$ cat src/rtl/wb_stage_arb.sv
// Writeback stage: registers the result and arbitrates the register-file write port
// between the in-order pipeline and a FIFO-buffered long-latency channel.
// Optional load lane extraction and sign extension is enabled by defining WB_LOAD_EXT_EN.
module wb_stage_arb #(
  parameter int XLEN       = 32,
  parameter int REGW       = 5,
  parameter int LL_DEPTH   = 4,
  parameter int STARVE_MAX = 8
) (
  input  logic            clk,
  input  logic            reset,
  input  logic            pipe_valid,
  input  logic            pipe_regw_en,
  input  logic            pipe_sys_en,
  input  logic [REGW-1:0] pipe_rd,
  input  logic [XLEN-1:0] pipe_alu_result,
  input  logic [XLEN-1:0] pipe_mem_data,
  input  logic            pipe_mem_to_reg,
  input  logic [1:0]      pipe_ld_size,
  input  logic            pipe_ld_unsigned,
  input  logic [1:0]      pipe_addr_lo,
  input  logic            ll_valid,
  output logic            ll_ready,
  input  logic [REGW-1:0] ll_rd,
  input  logic [XLEN-1:0] ll_data,
  output logic [XLEN-1:0] WriteData,
  output logic [REGW-1:0] RegD,
  output logic            RegW_en,
  output logic            RegW_en_System,
  output logic            wb_hold,
  output logic            wb_err
);

  localparam int PW = (LL_DEPTH > 1) ? $clog2(LL_DEPTH) : 1;
  localparam int CW = PW + 1;
  localparam int SW = $clog2(STARVE_MAX + 1);

  logic [PW-1:0]   wr_ptr_q, wr_ptr_d, rd_ptr_q, rd_ptr_d;
  logic [CW-1:0]   count_q, count_d;
  logic [SW-1:0]   starve_q, starve_d;
  logic            hold_q, hold_d;
  logic            err_q, err_d;
  logic [XLEN-1:0] write_data_q, write_data_d;
  logic [REGW-1:0] reg_d_q, reg_d_d;
  logic            regw_en_q, regw_en_d;
  logic            regw_sys_q, regw_sys_d;

  logic [REGW-1:0] fifo_rd_mem   [LL_DEPTH];
  logic [XLEN-1:0] fifo_data_mem [LL_DEPTH];

  logic            fifo_empty;
  logic            push_accept;
  logic            push_store;
  logic            pipe_req;
  logic            pipe_win;
  logic            pop;
  logic [XLEN-1:0] load_data;

  assign fifo_empty  = (count_q == '0);
  assign ll_ready    = (count_q != CW'(LL_DEPTH));
  assign push_accept = ll_valid && ll_ready;
  // Writes to x0 are acknowledged to the producer but never occupy a slot.
  assign push_store  = push_accept && (ll_rd != '0);
  assign pipe_req    = pipe_valid && (pipe_regw_en || pipe_sys_en);
  assign pipe_win    = pipe_req && !hold_q;
  assign pop         = !pipe_win && !fifo_empty;

`ifdef WB_LOAD_EXT_EN
  logic [7:0]  ld_byte;
  logic [15:0] ld_half;
  logic        unused_ld_hi;

  assign unused_ld_hi = ^pipe_mem_data[XLEN-1:XLEN-1];

  always_comb begin
    ld_byte = pipe_mem_data[7:0];
    case (pipe_addr_lo)
      2'd1:    ld_byte = pipe_mem_data[15:8];
      2'd2:    ld_byte = pipe_mem_data[23:16];
      2'd3:    ld_byte = pipe_mem_data[31:24];
      default: ld_byte = pipe_mem_data[7:0];
    endcase
    ld_half = pipe_addr_lo[1] ? pipe_mem_data[31:16] : pipe_mem_data[15:0];
    case (pipe_ld_size)
      2'b00:   load_data = {{(XLEN-8){ld_byte[7] & ~pipe_ld_unsigned}}, ld_byte};
      2'b01:   load_data = {{(XLEN-16){ld_half[15] & ~pipe_ld_unsigned}}, ld_half};
      default: load_data = pipe_mem_data;
    endcase
  end
`else
  logic unused_ld_ctrl;

  assign unused_ld_ctrl = ^{pipe_ld_size, pipe_ld_unsigned, pipe_addr_lo};
  assign load_data      = pipe_mem_data;
`endif

  always_comb begin
    wr_ptr_d = wr_ptr_q;
    rd_ptr_d = rd_ptr_q;
    count_d  = count_q;
    if (push_store) wr_ptr_d = wr_ptr_q + PW'(1);
    if (pop)        rd_ptr_d = rd_ptr_q + PW'(1);
    case ({push_store, pop})
      2'b10:   count_d = count_q + CW'(1);
      2'b01:   count_d = count_q - CW'(1);
      default: count_d = count_q;
    endcase
  end

  // The counter only advances while the head is waiting behind pipeline traffic.
  always_comb begin
    starve_d = starve_q;
    hold_d   = 1'b0;
    if (fifo_empty || pop) begin
      starve_d = '0;
    end else if (pipe_win) begin
      if (starve_q == SW'(STARVE_MAX - 1)) begin
        starve_d = '0;
        hold_d   = 1'b1;
      end else begin
        starve_d = starve_q + SW'(1);
      end
    end
  end

  always_comb begin
    write_data_d = write_data_q;
    reg_d_d      = reg_d_q;
    regw_en_d    = 1'b0;
    regw_sys_d   = 1'b0;
    err_d        = err_q || (pipe_req && hold_q);
    if (pipe_win) begin
      reg_d_d      = pipe_rd;
      write_data_d = pipe_mem_to_reg ? load_data : pipe_alu_result;
      regw_en_d    = pipe_regw_en && (pipe_rd != '0);
      regw_sys_d   = pipe_sys_en;
    end else if (pop) begin
      reg_d_d      = fifo_rd_mem[rd_ptr_q];
      write_data_d = fifo_data_mem[rd_ptr_q];
      regw_en_d    = 1'b1;
    end
  end

  always_ff @(posedge clk) begin
    if (push_store) begin
      fifo_rd_mem[wr_ptr_q]   <= ll_rd;
      fifo_data_mem[wr_ptr_q] <= ll_data;
    end
  end

  always_ff @(posedge clk or negedge reset) begin
    if (!reset) begin
      wr_ptr_q     <= '0;
      rd_ptr_q     <= '0;
      count_q      <= '0;
      starve_q     <= '0;
      hold_q       <= 1'b0;
      err_q        <= 1'b0;
      write_data_q <= '0;
      reg_d_q      <= '0;
      regw_en_q    <= 1'b0;
      regw_sys_q   <= 1'b0;
    end else begin
      wr_ptr_q     <= wr_ptr_d;
      rd_ptr_q     <= rd_ptr_d;
      count_q      <= count_d;
      starve_q     <= starve_d;
      hold_q       <= hold_d;
      err_q        <= err_d;
      write_data_q <= write_data_d;
      reg_d_q      <= reg_d_d;
      regw_en_q    <= regw_en_d;
      regw_sys_q   <= regw_sys_d;
    end
  end

  assign WriteData      = write_data_q;
  assign RegD           = reg_d_q;
  assign RegW_en        = regw_en_q;
  assign RegW_en_System = regw_sys_q;
  assign wb_hold        = hold_q;
  assign wb_err         = err_q;

endmodule

$ cat config.mk
export PLATFORM = sky130hd
export DESIGN_NAME = wb_stage_arb
export DESIGN_NICKNAME = d
export VERILOG_FILES = /design/src/rtl/wb_stage_arb.sv
export SDC_FILE = /design/constraint.sdc
export NUM_CORES = 1
export LEC_CHECK = 0
export BUFFER_PORTS_ARGS = -buffer_cell sky130_fd_sc_hd__buf_2
export CAP_MARGIN = 20
export CELL_PAD_IN_SITES_DETAIL_PLACEMENT = 0
export CELL_PAD_IN_SITES_GLOBAL_PLACEMENT = 1
export CORE_AREA = 2 2 120 239
export CTS_CLUSTER_DIAMETER = 120
export DETAILED_ROUTE_END_ITERATION = 12
export DIE_AREA = 0 0 122 241
export HOLD_SLACK_MARGIN = 0.03
export PLACE_DENSITY = 0.53
export SYNTH_ARGS = -nofsm -noshare
export SYNTH_HDL_FRONTEND = slang
export SYNTH_SLANG_ARGS = --single-unit
$ cat constraint.sdc
create_clock -name clk -period 5.8 [get_ports clk]
set_input_delay 0.58 -clock clk [delete_from_list [all_inputs] [get_ports clk]]
set_output_delay 0.58 -clock clk [all_outputs]
set_load 0.005 [all_outputs]
==> results summary <==
The via total after detailed routing came out at 4935. The number of global-route vias before repair came out at approximately 5400. The placed instance area is 9370 sq um. The async set or reset register ratio after synthesis is a little over a quarter. In this run the worst hold path is classified as input pin to async pin. After synthesis, the largest area contributor takes up 54.4% of total cell area. The internal power summed over all cells came out at roughly 3.2 mW. Once layout is done, the placed cells without fillers occupy 9980 sq um. 0 antenna diodes ended up in the layout.

The die covers 29400 sq um. The worst clock skew came out at 10.1 ps. The H-tree was split into 4 levels. The relative slew slack came out at 30.8%. The maximum clock insertion buffer count is 2. The synthesized flop and latch total is 200.

The detailed router finished its first iteration with 157 violations. The slew at the pin with the worst max-slew slack came out at 1040 ps. The required time of the worst setup path is a little over 6000 ps.

The placement row count came out at 86. The worst path arrival time is 3000 ps. The proportion of power drawn by combinational gates is between 20% and 30%. The CTS tree is built. The most used flip-flop cell after synthesis is sky130_fd_sc_hd__edfxtp_1. The number of fillers in the final layout came out at 2693.

From left edge to right edge, the die measures 122 um. The worst setup path startpoint is count_q[0]. The met3 routing resource usage after global routing came out at 3.40%. The first global-routing pass estimated 30900 um of wire.

Summing every instance area after synthesis gives between 8000 and 9000 sq um. The final critical-path share of the clock period came out at 46.4%. The total net switching power came out at 1.40 mW. The number of input and output port buffers inserted came out at 154. The worst register-to-register path begins at count_q[0]. Setup violations remaining at the end of the flow were counted as 0. Clock-pin slew was measured on the worst setup and hold paths at about 70 ps.

The flow ran to the end, and the final reports show no timing, DRC or antenna violations. The average wire length per cell after detail routing is 20.1 um. The pin count of the biggest net entering global routing came out at 65.

The category of the worst setup path capture point is a flip-flop. Of all cell types, the one taking the most synthesized area is sky130_fd_sc_hd__edfxtp_1. The critical register-to-register path endpoint is count_q[2]. The fraction of layout instances using a drive strength above 1 is between 30 and 40%.

The floorplan step set the die height to 241 um. The worst hold slack across all endpoints is 304 ps. The clock latency reported for the late side of the worst-skew pair is ~440 ps. The residual antenna-violating net count after detailed routing came out at 0. Setup repair after global routing left no endpoint under its margin. The post-layout total power is between 4 and 5 mW.

The relative contribution of sequential cells to total power is 45.8%. The final net count is 779. The number of max-cap violations came out at 0. For this run, global-route usage on met2 was measured as 27.8%. Ranked by instance count, the synthesized netlist is headed by 148 x sky130_fd_sc_hd__edfxtp_1, 74 x sky130_fd_sc_hd__nand2_1, 52 x sky130_fd_sc_hd__dfrtp_1. The global-route usage over all layers is 14.5%.

Routability-driven placement finished with a final weighted congestion of 0.691. The setup slack of the worst register-to-register path is 3110 ps. The post-detailed-route via-to-cell ratio is 4.84.

The utilization after layout is 36.4%. The synthesized instance count is 507. For this run, global-route usage on met1 was measured as between 10 and 15%. The number of slew-limit violations in the final report came out at 0. The clock buffer count from CTS is 17. The count of cell types in the netlist came out at 37. Along the worst path, the maximum fanout reaches 40. The number of warnings issued by yosys is 0. The number of resized instances in the post-cts repair step came out at 0. The total power density per cell area came out at 463 nW/um^2. The sum of negative setup slack came out at 0 ps. The core area is 27400 sq um. The layout overhead on the synthesized area came out at 22.1%. The effective utilization at floorplan is approximately 30%. The layer carrying the most global-route usage is met2. The static leakage power came out at around 3.7 nW.

The total overflow reported by the global router came out at 0. The number of failing hold endpoints at the final stage came out at 0. For this block, the routed nets add up to a little over 20000 um of wire.

The number of buffers inserted by hold repair at cts came out at 0. The post-route minimum period is 2690 ps. The critical path in this run is classified as flip-flop to flip-flop. By area the synthesized netlist is led by sky130_fd_sc_hd__edfxtp_1 54%, sky130_fd_sc_hd__dfrtp_1 16%, sky130_fd_sc_hd__mux4_2 10%. The clock net sink count came out at 200. The count of flip-flops with a built-in enable after synthesis came out at 148. The number of antenna violations at the first check in global routing is 1. The post-detailed-placement half-perimeter wirelength came out at 13300 um. By instance count, the leading cell after synthesis is sky130_fd_sc_hd__edfxtp_1. The tree is rooted in a sky130_fd_sc_hd__clkbuf_16. In this run, the clock network consumes 26.3% of the power. The net switching fraction of the power is 30.2%. The net count after synthesis came out at 632. Timing would allow up to 372 MHz. The first detailed-routing pass took 4 iterations.

The peak ir drop on the vdd network is 207 uV. STA classifies the critical path startpoint as a flip-flop. The I/O pin count is 160. The depth of the worst register-to-register path is 9. In the routed design, unresolved DRC markers number 0. The sequential share of the synthesized area is 70.3%. A synthesized cell averages 16.1 sq um. Post-CTS timing repair inserted 0 buffers for setup.
cell usage in the layout, fill, tap and decap left out, drive strengths merged, types with 6 or more instances in the layout:
cell type,synthesis,routed
nor2b,32,32
edfxtp,148,148
nor3,9,9
inv,8,11
clkbuf,24,19
a2111oi,32,32
nand2,74,74
buf,13,165
a31oi,37,37
mux4,37,37
dfrtp,52,52
ha,6,6
cell type report:
class	count	area (sq um)	area share (%)
well taps	352	440	4.41
clock buffers	19	433	4.34
clock inverters	13	170	1.71
inverters	8	30.0	0.301
flip-flops and latches	200	5750	57.6
repair buffers	165	903	9.06
multi-input cells	262	2250	22.6
cells by family after synthesis:
family,share of synthesized area [%]
DFF,70.3
and+or+nand+nor,7.81
AOI/OAI and AO/OA,6.95
buffers and inverters,2.36
muxes,10.6
xor gates and xnor gates,0.751
adders and majority gates,1.16
per-stage QoR:
stage	setup slack (ps)	instances
detailed placement	2990	987
floorplan	3350	507
global placement	3110	983
CTS	3020	1019
finish	3110	1019
global route	2910	1019
layer usage:
metal	routed length (um)	vias up
li1	-	2265
met1	7540	2498
met2	11500	153
met3	927	19
met4	462	0
met5	0	-
worst max path at each step:
stage	to	slack (ps)	cells past startpoint
2_1_floorplan	count_q[2]	3350	9
3_3_place_gp	count_q[2]	3110	10
3_5_place_dp	count_q[2]	2990	10
4_1_cts	count_q[2]	3020	9
5_1_grt	count_q[2]	2910	9
6_report	count_q[2]	3110	9
power groups by stage:
stage / clock, mW / combinational (mW) / sequential, mW
2_1_floorplan: 0 / 0.866 / 2.07
3_3_place_gp: 0 / 1.27 / 2.14
3_5_place_dp: 0 / 1.34 / 2.15
4_1_cts: 1.25 / 1.34 / 2.13
5_1_grt: 1.30 / 1.43 / 2.16
6_report: 1.21 / 1.29 / 2.12
critical path, cell delays in order, from the launching register on:
cell and delay (ps):
sky130_fd_sc_hd__dfrtp_1 440, sky130_fd_sc_hd__or3_2 900, sky130_fd_sc_hd__o21ai_2 230, sky130_fd_sc_hd__inv_1 80, sky130_fd_sc_hd__ha_1 220, sky130_fd_sc_hd__inv_1 80
sky130_fd_sc_hd__fa_1 180, sky130_fd_sc_hd__xor2_1 210, sky130_fd_sc_hd__nor2_1 90, sky130_fd_sc_hd__xor2_1 150
sequential cells by signal, summed over array words and instances, names as in the netlist, 2 cells and up:
signal	count
wr_ptr_q	2
count_q	3
starve_q	4
fifo_rd_mem	20
WriteData	32
fifo_data_mem	128
RegD	5
rd_ptr_q	2
No activity file was read; power rests on OpenSTA's default activity.
